==> config.mk <==
export PLATFORM = sky130hd
export DESIGN_NAME = coherence_bus_arbiter
export DESIGN_NICKNAME = d
export VERILOG_FILES = /design/src/rtl/cpu_types_pkg.sv /design/src/rtl/coherence_bus_arbiter_rr_arbiter.sv /design/src/rtl/coherence_bus_arbiter.sv
export SDC_FILE = /design/constraint.sdc
export NUM_CORES = 1
export LEC_CHECK = 0
export CAP_MARGIN = 20
export CORE_AREA = 2 2 196 198
export CTS_BUF_LIST = sky130_fd_sc_hd__clkbuf_8 sky130_fd_sc_hd__clkbuf_16
export DETAILED_ROUTE_END_ITERATION = 12
export DIE_AREA = 0 0 198 200
export GPL_TIMING_DRIVEN = 0
export RECOVER_POWER = 100
export SKIP_CTS_REPAIR_TIMING = 1
export SYNTH_ARGS = -nofsm -noshare
export SYNTH_HDL_FRONTEND = slang
export SYNTH_HIERARCHICAL = 1
export SYNTH_SLANG_ARGS = --single-unit
==> constraint.sdc <==
create_clock -name CLK -period 4.4 [get_ports CLK]
set_input_delay 0.88 -clock CLK [delete_from_list [all_inputs] [get_ports CLK]]
set_output_delay 0.88 -clock CLK [all_outputs]
set_load 0.02 [all_outputs]
==> src/rtl/cpu_types_pkg.sv <==
// Shared types for the cache/RAM side of the CPU: word type, RAM handshake state
// and the coherence bus controller's state encoding.
package cpu_types_pkg;

  typedef logic [31:0] word_t;

  typedef enum logic [1:0] {
    FREE   = 2'd0,
    BUSY   = 2'd1,
    ACCESS = 2'd2,
    ERROR  = 2'd3
  } ramstate_t;

  typedef enum logic [2:0] {
    IDLE  = 3'd0,
    ARB   = 3'd1,
    SNOOP = 3'd2,
    C2C   = 3'd3,
    MEM   = 3'd4
  } bus_state_t;

endpackage

==> src/rtl/coherence_bus_arbiter_rr_arbiter.sv <==
// Combinational round-robin pick: the first requester strictly after ptr_i wins,
// so the last-served index ends up with the lowest priority.
module rr_arbiter #(
  parameter int N  = 2,
  parameter int GW = (N > 1) ? $clog2(N) : 1
) (
  input  logic [N-1:0]  req_i,
  input  logic [GW-1:0] ptr_i,
  output logic [GW-1:0] win_o,
  output logic          win_valid_o
);

  int            k;
  logic [GW-1:0] sel;

  always_comb begin
    win_o       = '0;
    win_valid_o = 1'b0;
    k           = 0;
    sel         = '0;
    for (int i = 1; i <= N; i++) begin
      k = int'(ptr_i) + i;
      if (k >= N) k = k - N;
      sel = GW'(k);
      if (!win_valid_o && req_i[sel]) begin
        win_valid_o = 1'b1;
        win_o       = sel;
      end
    end
  end

endmodule

==> src/rtl/coherence_bus_arbiter.sv <==
// Shared-RAM coherence controller: round-robin data ownership, snoop broadcast,
// cache-to-cache forwarding with writeback, block transfers; I-fetch only when idle.
module coherence_bus_arbiter
  import cpu_types_pkg::*;
#(
  parameter int CPUS          = 2,
  parameter int BLOCK_WORDS   = 2,
  parameter int SNOOP_TIMEOUT = 16
) (
  input  logic                  CLK,
  input  logic                  nRST,
  input  logic [CPUS-1:0]       iREN,
  input  word_t [CPUS-1:0]      iaddr,
  output logic [CPUS-1:0]       iwait,
  output word_t [CPUS-1:0]      iload,
  input  logic [CPUS-1:0]       dREN,
  input  logic [CPUS-1:0]       dWEN,
  input  word_t [CPUS-1:0]      daddr,
  input  word_t [CPUS-1:0]      dstore,
  output logic [CPUS-1:0]       dwait,
  output word_t [CPUS-1:0]      dload,
  input  logic [CPUS-1:0]       ccwrite,
  input  logic [CPUS-1:0]       cctrans,
  output logic [CPUS-1:0]       ccwait,
  output logic [CPUS-1:0]       ccinv,
  output word_t [CPUS-1:0]      ccsnoopaddr,
  output logic                  ramREN,
  output logic                  ramWEN,
  output word_t                 ramaddr,
  output word_t                 ramstore,
  input  word_t                 ramload,
  input  ramstate_t             ramstate,
  output logic                  snoop_err
);

  localparam int GW  = (CPUS > 1) ? $clog2(CPUS) : 1;
  localparam int WCW = (BLOCK_WORDS > 1) ? $clog2(BLOCK_WORDS) : 1;
  localparam int TCW = $clog2(SNOOP_TIMEOUT + 1);

  bus_state_t     state_q, state_d;
  logic [GW-1:0]  g_q, g_d, s_q, s_d;
  logic [GW-1:0]  iptr_q, iptr_d, dptr_q, dptr_d;
  logic [WCW-1:0] wc_q, wc_d;
  logic [TCW-1:0] tc_q, tc_d;

  logic [GW-1:0]   i_win, d_win;
  logic            i_vld, d_vld;
  logic            acc, req_g;
  logic [CPUS-1:0] oth_write, oth_trans;

  rr_arbiter #(.N(CPUS), .GW(GW)) u_iarb (
    .req_i       (iREN),
    .ptr_i       (iptr_q),
    .win_o       (i_win),
    .win_valid_o (i_vld)
  );

  rr_arbiter #(.N(CPUS), .GW(GW)) u_darb (
    .req_i       (dREN | dWEN),
    .ptr_i       (dptr_q),
    .win_o       (d_win),
    .win_valid_o (d_vld)
  );

  always_ff @(posedge CLK or negedge nRST) begin
    if (!nRST) begin
      state_q <= IDLE;
      g_q     <= '0;
      s_q     <= '0;
      wc_q    <= '0;
      tc_q    <= '0;
      iptr_q  <= GW'(CPUS - 1);
      dptr_q  <= GW'(CPUS - 1);
    end else begin
      state_q <= state_d;
      g_q     <= g_d;
      s_q     <= s_d;
      wc_q    <= wc_d;
      tc_q    <= tc_d;
      iptr_q  <= iptr_d;
      dptr_q  <= dptr_d;
    end
  end

  always_comb begin
    state_d     = state_q;
    g_d         = g_q;
    s_d         = s_q;
    wc_d        = wc_q;
    tc_d        = tc_q;
    iptr_d      = iptr_q;
    dptr_d      = dptr_q;
    iwait       = '1;
    iload       = '0;
    dwait       = '1;
    dload       = '0;
    ccwait      = '0;
    ccinv       = '0;
    ccsnoopaddr = '0;
    ramREN      = 1'b0;
    ramWEN      = 1'b0;
    ramaddr     = '0;
    ramstore    = '0;
    snoop_err   = 1'b0;
    // ERROR falls through as not-ACCESS, so the requester simply keeps waiting
    acc         = (ramstate == ACCESS);
    req_g       = dREN[g_q] | dWEN[g_q];
    oth_write   = ccwrite;
    oth_write[g_q] = 1'b0;
    oth_trans   = cctrans;
    oth_trans[g_q] = 1'b0;

    if (nRST) begin
      unique case (state_q)
        IDLE: begin
          if (|(dREN | dWEN)) begin
            state_d = ARB;
          end else if (i_vld) begin
            ramREN       = 1'b1;
            ramaddr      = iaddr[i_win];
            iload[i_win] = ramload;
            iwait[i_win] = !acc;
            if (acc) iptr_d = i_win;
          end
        end
        ARB: begin
          ccwait = '1;
          if (d_vld) begin
            g_d     = d_win;
            wc_d    = '0;
            tc_d    = '0;
            state_d = SNOOP;
          end else begin
            state_d = IDLE;
          end
        end
        SNOOP: begin
          ccwait      = '1;
          ccwait[g_q] = 1'b0;
          for (int j = 0; j < CPUS; j++) begin
            if (GW'(j) != g_q) begin
              ccsnoopaddr[j] = daddr[g_q];
              ccinv[j]       = ccwrite[g_q];
            end
          end
          if (|oth_trans) begin
            if (tc_q == TCW'(SNOOP_TIMEOUT - 1)) begin
              snoop_err = 1'b1;
              state_d   = MEM;
            end else begin
              tc_d = tc_q + 1'b1;
            end
          end else if (|oth_write) begin
            // descending scan leaves the lowest dirty holder as supplier
            for (int j = CPUS - 1; j >= 0; j--) begin
              if (oth_write[j]) s_d = GW'(j);
            end
            state_d = C2C;
          end else begin
            state_d = MEM;
          end
        end
        C2C, MEM: begin
          if (!req_g) begin
            state_d = IDLE;
            dptr_d  = g_q;
          end else begin
            if (state_q == C2C) begin
              ccwait[s_q] = 1'b1;
              dload[g_q]  = dstore[s_q];
              ramWEN      = 1'b1;
              ramaddr     = daddr[s_q];
              ramstore    = dstore[s_q];
              dwait[s_q]  = !acc;
            end else begin
              dload[g_q]  = ramload;
              ramREN      = dREN[g_q];
              ramWEN      = dWEN[g_q];
              ramaddr     = daddr[g_q];
              ramstore    = dstore[g_q];
            end
            dwait[g_q] = !acc;
            if (acc) begin
              if (wc_q == WCW'(BLOCK_WORDS - 1)) begin
                wc_d    = '0;
                state_d = IDLE;
                dptr_d  = g_q;
              end else begin
                wc_d = wc_q + 1'b1;
              end
            end
          end
        end
        default: state_d = IDLE;
      endcase
    end
  end

endmodule

==> results.sh, run 1 <==
export IMPL_hp_class="flop to flop"
export IMPL_synth_area_leader_cell="mux2i_1"
export IMPL_critPathMaxFanout=10
export IMPL_ir_drop_mv=0.170
export IMPL_die_w_microns=198
export IMPL_slew_violations=0
export IMPL_status="completed"
export IMPL_io_pins=505
export IMPL_routed_via_density=4.29
export IMPL_drive_gt1_share_pct=6.14
export IMPL_totalWireLength_microns=35500
export IMPL_synth_top_area_share_pct=22.8
export IMPL_grt_max_degree=15
export IMPL_synth_flop_cell="dfrtp_1"
export IMPL_cts_max_level=1
export IMPL_r2r_cells=7
export IMPL_power_leakage_nw=4.36
export IMPL_grt_usage_pct=16.7
export IMPL_fin_nets=1430
export IMPL_fp_coreArea_sq_um=37400
export IMPL_routabilityCongestion=0.874
export IMPL_num_vias=7294
export IMPL_skew_ns=0.000383
export IMPL_overflow=0
export IMPL_hold_viol=0
export IMPL_rrSetupSlack_ns=2.31
export IMPL_synth_area_leaders="mux2i_1, and3_1, nor2_1, a21oi_1, dfrtp_1"
export IMPL_portBuffers=504
export IMPL_cap_violations=0
export IMPL_drc=0
export IMPL_avgSynthCellArea_sq_um=6.36
export IMPL_ys_top_cells_by_count="nor2_1, and3_1, mux2i_1"
export IMPL_ys_async_sr_fraction_pct=100
export IMPL_cts_buffers=3
export IMPL_slew_headroom_pct=32.7
export IMPL_grt_pass1_vias=7349
export IMPL_ys_ff_latch=13
export IMPL_period_minus_slack_ns=4.27
export IMPL_antenna_found_initial=3
export IMPL_start_kind="input port"
export IMPL_r2r_end="tc_q[3]"
export IMPL_root_buffer="clkbuf_16"
export IMPL_area_growth_pct=137
export IMPL_insertion_delay_ns=0.25
export IMPL_ant_nets=0
export IMPL_first_iter_violations=366
export IMPL_startpoint="dREN[0]"
export IMPL_powerDensity_nw_per_um2=349
export IMPL_synth_distinct_cells=53
export IMPL_tightest_slew_ns=1.01
export IMPL_worstHoldStart="iptr_q"
export IMPL_ys_warnings_count=6
export IMPL_synth_most_common_cell="nor2_1"
export IMPL_synth_edf_count=0
export IMPL_endpoint="ramaddr[20]"
export IMPL_dieArea_sq_um=39600
export IMPL_synthesis_nets=917
export IMPL_required_ns=3.52
export IMPL_fp_dieH_microns=200
export IMPL_netlist_area_sq_um=4310
export IMPL_rr_startpoint="tc_q[0]"
export IMPL_cts_sinks=13
export IMPL_end_kind="output port"
export IMPL_tns_ns=0
export IMPL_cts_buffer_depth=2
export IMPL_place_inst=1692
export IMPL_ys_seq_area_share_pct=7.61
export IMPL_dr_pass1_iters=5
export IMPL_rows=71
export IMPL_synth_cells=677
export IMPL_period_share_pct=97.0
export IMPL_wl_per_cell_microns=20.9
export IMPL_stdcell_count=1701
export IMPL_cp_arrival_ns=3.39
export IMPL_clk_pin_slew_ns=0.05
export IMPL_hpwl_microns=30300
export IMPL_grt_pass1_wl_microns=48500
export IMPL_tritoncts="done"
export IMPL_setup_viol=0
export IMPL_path_class="input port to output port"
export IMPL_initial_utilization_pct=11.5
export IMPL_fmax_mhz=234
-- metal layers --
metal / up-vias / track usage [%] / wire (microns) / share of wire [%]
met5: - / 0 / 12 / 0.034
met4: 2 / 5.07 / 1040 / 2.9
met3: 51 / 3.65 / 2730 / 7.7
met2: 411 / 30.4 / 17700 / 50
met1: 3395 / 19.6 / 14100 / 40
li1: 3435 / - / - / -
-- cells in the final DEF, fill, tap and decap left out, types with 23 or more instances in the layout --
cell / n
and2_1: 32
clkbuf_1: 24
nor2_1: 106
and3_1: 101
nand2_1: 71
a21oi_1: 74
clkdlybuf4s50_1: 499
buf_2: 23
mux2i_1: 98
o22ai_1: 33
-- metrics by stage --
step / power [mW] / hold slack [ns] / area, sq um / util, % / worst slack [ns]
3_5_place_dp: 3.40 / 0.476 / 9990 / 26.7 / -0.927
5_1_grt: 3.82 / 0.524 / 10200 / 27.3 / -0.0203
2_1_floorplan: 1.97 / 0.456 / 4310 / - / 1.22
3_3_place_gp: 3.39 / 0.472 / 9990 / 26.7 / -0.891
6_report: 3.56 / 0.488 / 10200 / 27.3 / 0.133
4_1_cts: 3.59 / 0.488 / 10100 / 26.9 / -0.941
-- layout make-up --
| class | count | area [sq um] |
|---|---|---|
| repair buffers | 508 | 5090 |
| multi-input cells | 583 | 3630 |
| flip-flops and latches | 13 | 328 |
| clock buffers | 3 | 75.1 |
| plain buffers | 73 | 398 |
| fillers | 4094 | 27200 |
| inverters | 8 | 30.0 |
| diodes | 1 | 2.50 |
| clock inverters | 1 | 3.75 |
| well taps | 511 | 639 |
-- state kept, by name (all words and copies together) (netlist names) --
register  cells
s_q           1
tc_q          5
wc_q          1
state_q       3
dptr_q        1
iptr_q        1
g_q           1
-- power by group --
part,internal (mW),leakage [nW],switching (mW)
Clock,0.120,0.0423,0.0560
Sequential,0.167,0.162,0.0393
Combinational,1.27,4.15,1.90
Total,1.56,4.36,1.99
-- worst min path at each step --
stage | to | slack (ns) | depth (start not counted)
5_1_grt | iptr_q | 0.52 | 2
4_1_cts | iptr_q | 0.49 | 2
3_3_place_gp | tc_q[4] | 0.47 | 1
2_1_floorplan | tc_q[4] | 0.46 | 1
6_report | iptr_q | 0.49 | 2
3_5_place_dp | iptr_q | 0.48 | 2
-- kinds of logic (layout without fill, tap and decap cells) --
logic type      count (synthesis)  count (layout)  synth area share, %
compound gates                136             136                 18.3
fa+ha+maj                       2               2                0.581
buf+inv                        81             593                 9.04
flops                          13              13                 7.61
mux                           101             101                 23.6
other cells                     0               1                    0
simple gates                  344             344                 40.9
-- worst max-delay path, stage by stage --
cell,delay (ns)
clkdlybuf4s50_1,0.50
nor4_4,0.45
nand4_4,0.16
buf_12,0.18
clkbuf_2,0.23
o22ai_1,0.32
clkdlybuf4s50_1,0.66
Power figures use the tool's default switching activity.
==> inputs of run 2 (changes only) <==
--- a/config.mk
+++ b/config.mk
@@ -7,7 +7,7 @@
 export LEC_CHECK = 0
 export CAP_MARGIN = 20
 export CORE_AREA = 2 2 196 198
-export CTS_BUF_LIST = sky130_fd_sc_hd__clkbuf_8 sky130_fd_sc_hd__clkbuf_16
+export CTS_BUF_LIST = sky130_fd_sc_hd__clkbuf_8
 export DETAILED_ROUTE_END_ITERATION = 12
 export DIE_AREA = 0 0 198 200
 export GPL_TIMING_DRIVEN = 0
==> run 2 against run 1 <==
Effect of this change:
- cell count is essentially flat
- sequential share of layout area is essentially flat
- highest routed layer unchanged
- largest cell class unchanged
- setup slack lost 0.031 ns
- clock skew grew 0.00092 ns
- via count grew 0.32%
- worst hold slack gained 0.0031 ns
- count of clock-buffer cells in the layout is the same
- critical endpoint is now dload[20]
- largest power group unchanged
- register-to-register slack is essentially flat
==> results.sh, run 2 (synthesis results as in run 1) <==
export IMPL_antenna_found_initial=3
export IMPL_slew_violations=0
export IMPL_powerDensity_nw_per_um2=344
export IMPL_design_area_sq_um=10200
export IMPL_drc=0
export IMPL_slew_headroom_pct=33.6
export IMPL_start_kind="input port"
export IMPL_period_share_pct=97.7
export IMPL_root_buffer="clkbuf_8"
export IMPL_ant_nets=0
export IMPL_cap_violations=0
export IMPL_die_w_microns=198
export IMPL_fmax_mhz=233
export IMPL_initial_utilization_pct=11.5
export IMPL_setup_viol=0
export IMPL_rows=71
export IMPL_largest_reg_flops=5
export IMPL_rr_startpoint="tc_q[0]"
export IMPL_clk_pin_slew_ns=0.06
export IMPL_ir_drop_mv=0.187
export IMPL_grt_pass1_vias=7372
export IMPL_r2r_cells=7
export IMPL_slowest_delay_ns=0.59
export IMPL_dieArea_sq_um=39600
export IMPL_final_cell_mix="clkdlybuf4s50_1, nor2_1, and3_1"
export IMPL_cp_common_cell="clkdlybuf4s50_1"
export IMPL_path_cells="clkdlybuf4s50_1 > or3b_2 > o2111ai_2 > nand2b_4 > buf_2 > nor2_1 > clkdlybuf4s50_1"
export IMPL_placed_cell_area_sq_um=9990
export IMPL_cts_sinks=13
export IMPL_grt_max_degree=15
export IMPL_cts_max_level=1
export IMPL_cts_buffer_depth=2
export IMPL_num_vias=7317
export IMPL_tritoncts="done"
export IMPL_path_class="input port to output port"
export IMPL_regMostFlops="tc_q"
export IMPL_hpwl_microns=30300
export IMPL_overflow=0
export IMPL_cts_buffers=3
export IMPL_dr_pass1_iters=5
export IMPL_insertion_delay_ns=0.25
export IMPL_drive_gt1_share_pct=6.14
export IMPL_fp_dieH_microns=200
export IMPL_cp_slowest_cell="clkdlybuf4s50_1"
export IMPL_status="completed"
export IMPL_wl_per_cell_microns=20.8
export IMPL_min_path_cells=2
export IMPL_period_minus_slack_ns=4.30
export IMPL_timing_final_ws_setup_ns=0.102
export IMPL_worstHoldStart="iptr_q"
export IMPL_first_iter_violations=356
export IMPL_routabilityCongestion=0.874
export IMPL_hp_class="flop to flop"
export IMPL_critPathMaxFanout=10
export IMPL_io_pins=505
export IMPL_hold_viol=0
export IMPL_portBuffers=504
export IMPL_area_growth_pct=136
export IMPL_grt_usage_pct=16.7
export IMPL_tightest_slew_ns=0.995
export IMPL_largest_registers="tc_q x5, state_q x3"
export IMPL_skew_ns=0.00130
export IMPL_totalWireLength_microns=35500
export IMPL_required_ns=3.52
export IMPL_layout_commonest_cell="clkdlybuf4s50_1"
export IMPL_startpoint="dREN[1]"
export IMPL_fin_nets=1430
export IMPL_grt_pass1_wl_microns=48600
export IMPL_end_kind="output port"
export IMPL_pre_cts_ws_ns=-0.927
export IMPL_fp_coreArea_sq_um=37400
export IMPL_power_leakage_nw=4.34
export IMPL_routed_via_density=4.30
export IMPL_cp_arrival_ns=3.42
[run 2: cell count changes in the layout (fill, tap and decap cells not counted), sizes merged]
cell   previous run  this run
diode             1         2
[run 2: power by group]
part / internal (mW) / leakage, nW / switching (mW) / total (mW)
Sequential: 0.167 / 0.162 / 0.0406 / 0.207
Clock: 0.0619 / 0.0269 / 0.0495 / 0.111
Combinational: 1.27 / 4.15 / 1.90 / 3.17
[run 2: final timing paths]
kind,to,slack (ns)
min reg2reg,iptr_q,0.49
max,dload[20],0.10
max in group asynchronous,iptr_q,3.55
min,iptr_q,0.49
max reg2reg,tc_q[3],2.32
min in group asynchronous,g_q,0.53
[run 2: cell type report]
class / count / area (sq um)
Fill cell: 4095 / 27200
Timing Repair Buffer: 508 / 5090
Multi-Input combinational cell: 583 / 3630
Tap cell: 511 / 639
Buffer: 73 / 398
Sequential cell: 13 / 328
Clock buffer: 3 / 41.3
Inverter: 8 / 30.0
Antenna cell: 2 / 5.00
Clock inverter: 1 / 3.75
[run 2: per-layer routing]
layer	track usage, %	vias to the layer above	wire length (microns)
met5	0	-	12
met4	4.93	2	1040
met3	3.63	53	2850
met2	30.3	429	17600
met1	19.7	3393	14000
li1	-	3440	-
[run 2: critical path, delay by kind of cell]
family	cells	cell delay (ns)
AOI/OAI and AO/OA	1	0.24
buffers and inverters	3	1.35
and+or+nand+nor	3	0.93
[run 2: stage by stage]
stage,TNS [ns],util (%),std cells,total power [mW],hold WS [ns]
finish,0,27.2,1702,3.49,0.491
CTS,-148.13,26.8,1696,3.52,0.490
global route,-0.242,27.2,1700,3.76,0.527
global placement,-138.98,26.7,1692,3.39,0.472
detailed placement,-143.82,26.7,1692,3.40,0.476
floorplan,0,-,677,1.97,0.456
==> edit 1 (config.mk and constraints of run 1) <==
Change the parameter `BLOCK_WORDS` from 2 to 1.
--- a/src/rtl/coherence_bus_arbiter.sv
+++ b/src/rtl/coherence_bus_arbiter.sv
@@ -4,7 +4,7 @@
   import cpu_types_pkg::*;
 #(
   parameter int CPUS          = 2,
-  parameter int BLOCK_WORDS   = 2,
+  parameter int BLOCK_WORDS   = 1,
   parameter int SNOOP_TIMEOUT = 16
 ) (
   input  logic                  CLK,
Function: no difference found for any inputs over 4 cycles, from zero or initial values and one cycle with nRST low; that may be too few to reach the edited logic, so the function may still have changed.
==> edit 1 against run 1 <==
- area after synthesis down 1.1%
- clock power up 7%
- worst hold slack better by 0.030 ns
- wire length down 3.1%
- sequential cell count down 1
- first-iteration DRC count down 46%
- total power down 16%
- final area up 0.11%
- sequential power down 15%
- critical path depth unchanged
- non-clock buffer count down 9
- combinational power down 17%
- setup slack worse by 0.029 ns
- largest cell class unchanged
==> edit 1: results (changes against run 1) <==
| Metric | Value |
|---|---|
| Number of global-route vias before repair | `7,114 (-3.2%)` |
| TritonCTS Buffers | `3 (unchanged)` |
| Met2 Use GR | `31.0% (+0.65 points)` |
| Pre-CTS WS | `-0.970 ns (-0.0435 ns)` |
| P_sw | `1590 uW (-20%)` |
| Total routed wirelength | `34,400 um (-3.1%)` |
| Synth cell types | `56 (+5.7%)` |
| Synthesized Nets | `895 (-2.4%)` |
| Top post-synthesis cells by area | `mux2i_1 23%, and2_1 14%, nor2_1 9.2%` |
| GR Util met3 | `2.39% (-1.3 points)` |
| Final std cells w/o fill | `1,681 (-1.2%)` |
| Max layer used | `met4` |
| H-Tree Depth | `1 (unchanged)` |
| Outcome | `finished clean` |
| Met3 wire len | `2350 um (-14%)` |
| Max rail drop VDD | `0.185 mV (+9.0%)` |
| Largest net degree at the start of global routing | `14 (-1)` |
| TritonRoute pass-1 iters | `4 (-1)` |
| Reg clk slew, reported paths | `0.05 ns (about the same)` |
| Fillers | `4,127 (+0.81%)` |
| Post-synth top cells | `104 x nor2_1, 98 x mux2i_1, 97 x and2_1` |
| Ys async rst share | `100% (unchanged)` |
| Clock skew | `0.00300 ns (+0.00261 ns)` |
| First-pass GRT wire length | `46,900 um (-3.4%)` |
| Sequential area share after synthesis | `7.11% (-0.50 points)` |
| DPL Wire Length | `29,800 um (-1.8%)` |
| CP Max Fanout | `10 (unchanged)` |
| Area after detailed placement | `0.00997 mm^2 (-0.24%)` |
| Slew HR | `47.1% (+14 points)` |
| Post-synth top flop | `dfrtp_1` |
| Final Wtd Congestion | `0.890 (+1.9%)` |
| CP peak stage delay | `0.57 ns (-0.09 ns)` |
| Vias/cell | `4.15 (-3.3%)` |
| Post-synthesis cell count | `655 (-3.2%)` |
| Worst path top cell family by delay | `buffers and inverters` |
| All-layer global routing usage | `16.0% (-0.67 points)` |
| Routed length on met2 | `18,000 um (+2.1%)` |
| Met1 track demand over resource | `18.2% (-1.4 points)` |
| Post-Route M1 WL | `13,300 um (-5.1%)` |
| DRT iter0 DRCs | `197 (-46%)` |
| Layout cell share with drive strength beyond 1 | `7.73% (+1.6 points)` |
| Pleak | `0.00445 uW (+2.1%)` |
| Initial antenna violation count | `7 (+4)` |
| Final Net Count | `1,406 (-1.7%)` |
| P&R area growth vs syn | `140%` |
==> edit 1: cell families (layout without fill, tap and decap cells) <==
group / Yosys count / in the layout / synth area share, %
AO/OA/AOI/OAI: 127 / 127 / 18.1
other: 0 / 5 / 0
multiplexers: 105 / 105 / 25.1
flip-flops: 12 / 12 / 7.11
adder cells (fa/ha/maj): 2 / 2 / 0.587
AND/OR/NAND/NOR: 338 / 338 / 40.8
buffers and inverters: 71 / 581 / 8.31
==> edit 1: metrics by stage <==
stage	hold slack [ns]	total power (uW)
floorplan	0.456	1660
global placement	0.472	2810
detailed placement	0.506	2830
CTS	0.516	3030
global route	0.536	3220
finish	0.518	3000
==> edit 1: power groups by stage <==
stage               registers (uW)  logic [uW]  clock network, uW
detailed placement             176        2660                  0
finish                         175        2640                189
CTS                            175        2670                190
global route                   180        2840                199
floorplan                      171        1490                  0
global placement               174        2630                  0
==> edit 1: final cells by class <==
type | count | area share (%)
diodes | 5 | 0.123
repair buffers | 508 | 50.4
well taps | 511 | 6.26
plain buffers | 64 | 3.37
inverters | 5 | 0.184
clock buffers | 4 | 0.870
multi-input cells | 572 | 35.8
flip-flops and latches | 12 | 2.97
==> edit 1: path summary, 6_finish.rpt <==
| path | start | endpoint | slack, ns | cells past startpoint |
|---|---|---|---|---|
| setup / recovery | dREN[1] | ramaddr[30] | 0.10 | 7 |
| hold / removal | tc_q[4] | tc_q[4] | 0.52 | 1 |
| setup reg to reg | state_q[2] | iptr_q | 2.37 | 5 |
| hold reg to reg | tc_q[4] | tc_q[4] | 0.52 | 1 |
| max in group asynchronous | nRST | dptr_q | 3.57 | 1 |
| min in group asynchronous | nRST | tc_q[4] | 0.53 | 1 |
==> edit 2 (flow settings as in run 1) <==
Made on the original files. Make the reset (`nRST`) synchronous in one clocked block.
--- a/src/rtl/coherence_bus_arbiter.sv
+++ b/src/rtl/coherence_bus_arbiter.sv
@@ -62,7 +62,7 @@
     .win_valid_o (d_vld)
   );
 
-  always_ff @(posedge CLK or negedge nRST) begin
+  always_ff @(posedge CLK) begin
     if (!nRST) begin
       state_q <= IDLE;
       g_q     <= '0;
Formal check against the unedited RTL: same outputs for any inputs over 4 cycles, from zero or initial values and one cycle with nRST low; that may be too few to reach the edited logic, so the function may still have changed.
==> edit 2 against run 1 <==
- final area up 6.8%
- area after synthesis up 12%
- via count up 10%
- global-route usage down 0.060 points
- critical path depth unchanged
- wire length up 1.6%
- sequential cell count unchanged
- sequential share of layout area down 0.83 points
- setup slack worse by 0.10 ns
- count of clock-buffer cells in the layout unchanged
- non-clock buffer count up 1
Power is not compared: it rests on default switching activity, and its combinational part moved more than twofold at a synthesized area within 25%.
==> edit 2: results (changes against run 1) <==
| Metric | Value |
|---|---|
| Outcome | `finished clean` |
| Post-synthesis cell count | `786 (+16%)` |
| Biggest regs | `tc_q x5, state_q x3` |
| Number of global-route vias before repair | `7,812 (+6.3%)` |
| Clock Path Buffers | `2 (unchanged)` |
| DRT iter0 DRCs | `580 (+58%)` |
| Reg clk slew, reported paths | `0.05 ns (about the same)` |
| Reg-to-Reg Start | `state_q[2]` |
| First-pass GRT wire length | `50,200 um (+3.6%)` |
| TritonRoute pass-1 iters | `5 (unchanged)` |
| Worst hold-check path type | `reg2reg` |
| Max rail drop VDD | `around 0.17 mV` |
| DPL Wire Length | `30,100 um (-0.89%)` |
| CP Max Fanout | `10 (unchanged)` |
| Final Wtd Congestion | `0.899 (+2.9%)` |
| Synth warn | `6 (unchanged)` |
| Top post-synthesis cells by area | `and2_1 17%, mux2i_1 15%, nor2_1 13%` |
| R2R depth | `7 (unchanged)` |
| Dpl cells | `1,801 (+6.4%)` |
| Reg2reg setup slack | `2.08 ns (-0.23 ns)` |
| R2R Path End | `dptr_q` |
| Ys async rst share | `0% (-100 points)` |
| Largest register FFs | `5 (unchanged)` |
| Wirelength per Cell | `20.0 um (-4.3%)` |
| Post-synth top cells | `169 x nor2_1, 131 x and2_1, 82 x nand2_1` |
| Antenna diode instance count | `0 (-1)` |
| Clk Latency, worst-skew pair | `approximately 0.24 ns` |
| Pleak | `between 0.004 and 0.005 uW` |
| Worst-Margin Slew | `0.963 ns (-0.0466 ns)` |
| Sequential area share after synthesis | `5.38% (-2.2 points)` |
| All-layer global routing usage | `16.7% (-0.060 points)` |
| Hold Path End | `tc_q[1]` |
| Clk root buf | `clkbuf_16` |
| Layout cell share with drive strength beyond 1 | `6.80% (+0.66 points)` |
| TritonCTS Buffers | `3 (unchanged)` |
| Largest net degree at the start of global routing | `11 (-4)` |
| Post-synth top flop | `dfxtp_1` |
| I/O Buffers | `503 (-0.20%)` |
| Vias/cell | `4.44 (+3.6%)` |
| Fillers | `4,113 (+0.46%)` |
| Synth cell types | `50 (-5.7%)` |
| Synthesized Nets | `1,026 (+12%)` |
| Initial antenna violation count | `1 (-2)` |
| H-Tree Depth | `1 (unchanged)` |
| Final Net Count | `1,536 (+7.4%)` |
| Vias | `8,025 (+10%)` |
| Clock skew | `0.00175 ns (+0.00136 ns)` |
| CP arrival | `3.49 ns (+0.10 ns)` |
| Cells on Worst Hold Path | `2 (unchanged)` |
| Hold path startpoint | `tc_q[1]` |
==> edit 2: changes by cell type in the layout (fill, tap and decap cells not counted), moves of 13 or more <==
cell | before | now
mux2i_1 | 98 | 71
buf_2 | 23 | 10
dlymetal6s2s_1 | 4 | 59
dfxtp_1 | 0 | 13
mux2_2 | 3 | 32
clkbuf_1 | 24 | 38
o32a_1 | 0 | 31
and2_1 | 32 | 131
clkdlybuf4s50_1 | 499 | 438
nor2_1 | 106 | 167
and3_1 | 101 | 1
==> edit 2: critical path, stage by stage <==
cell             delay (ns)
clkdlybuf4s50_1        0.62
nor3b_4                0.12
a2111o_1               0.38
buf_2                  0.24
clkbuf_2               0.24
a21oi_1                0.30
clkdlybuf4s50_1        0.69
==> edit 2: cells by family after synthesis <==
logic type	synth area share (%)
fa+ha+maj	0.517
simple gates	42.4
buf+inv	7.35
compound gates	22.0
mux	22.4
flops	5.38
==> edit 2: worst max path at each step <==
stage / startpoint / end / slack [ns] / depth (start not counted)
6_report: dWEN[1] / ramstore[14] / 0.03 / 7
2_1_floorplan: iREN[1] / ramaddr[30] / 1.04 / 5
3_5_place_dp: dREN[0] / iload[55] / -0.99 / 8
4_1_cts: dREN[0] / iload[55] / -0.99 / 8
3_3_place_gp: dREN[0] / iload[55] / -1.06 / 8
5_1_grt: state_q[1] / ramstore[6] / -0.03 / 8
==> edit 2: final cells by class <==
class,count,area share (%)
buffer,77,3.46
clock buffer,3,0.689
clock inverter,1,0.0345
inverter,7,0.241
multi-input combinational,689,39.5
sequential,13,2.39
tap,511,5.87
timing repair buffer,505,47.8
==> edit 2: metrics by stage <==
step	cell area, um^2	setup TNS, ns	hold WS [ns]	setup WS, ns	utilization (%)
final	10900	0	0.476	0.0325	29.1
after global routing	10900	-0.111	0.511	-0.0345	29.1
after CTS	10600	-59.63	0.479	-0.995	28.3
after detailed placement	10500	-53.82	0.473	-0.992	28.1
after global placement	10500	-73.22	0.462	-1.06	28.1
after floorplan	4840	0	0.449	1.04	-
==> edit 2: power by group <==
part	switching, uW	total, uW	internal, uW
Clock	52.0	172	120
Combinational	789	1410	624
Sequential	7.73	143	136
==> edit 2: metal layers <==
| metal | track usage (%) | vias up | wire (um) | share of wire (%) |
|---|---|---|---|---|
| li1 | - | 3743 | - | - |
| met1 | 23.4 | 3895 | 15800 | 44 |
| met2 | 27.9 | 357 | 17600 | 49 |
| met3 | 1.48 | 30 | 2120 | 5.9 |
| met4 | 2.92 | 0 | 526 | 1.5 |
| met5 | 0 | - | 0 | 0 |
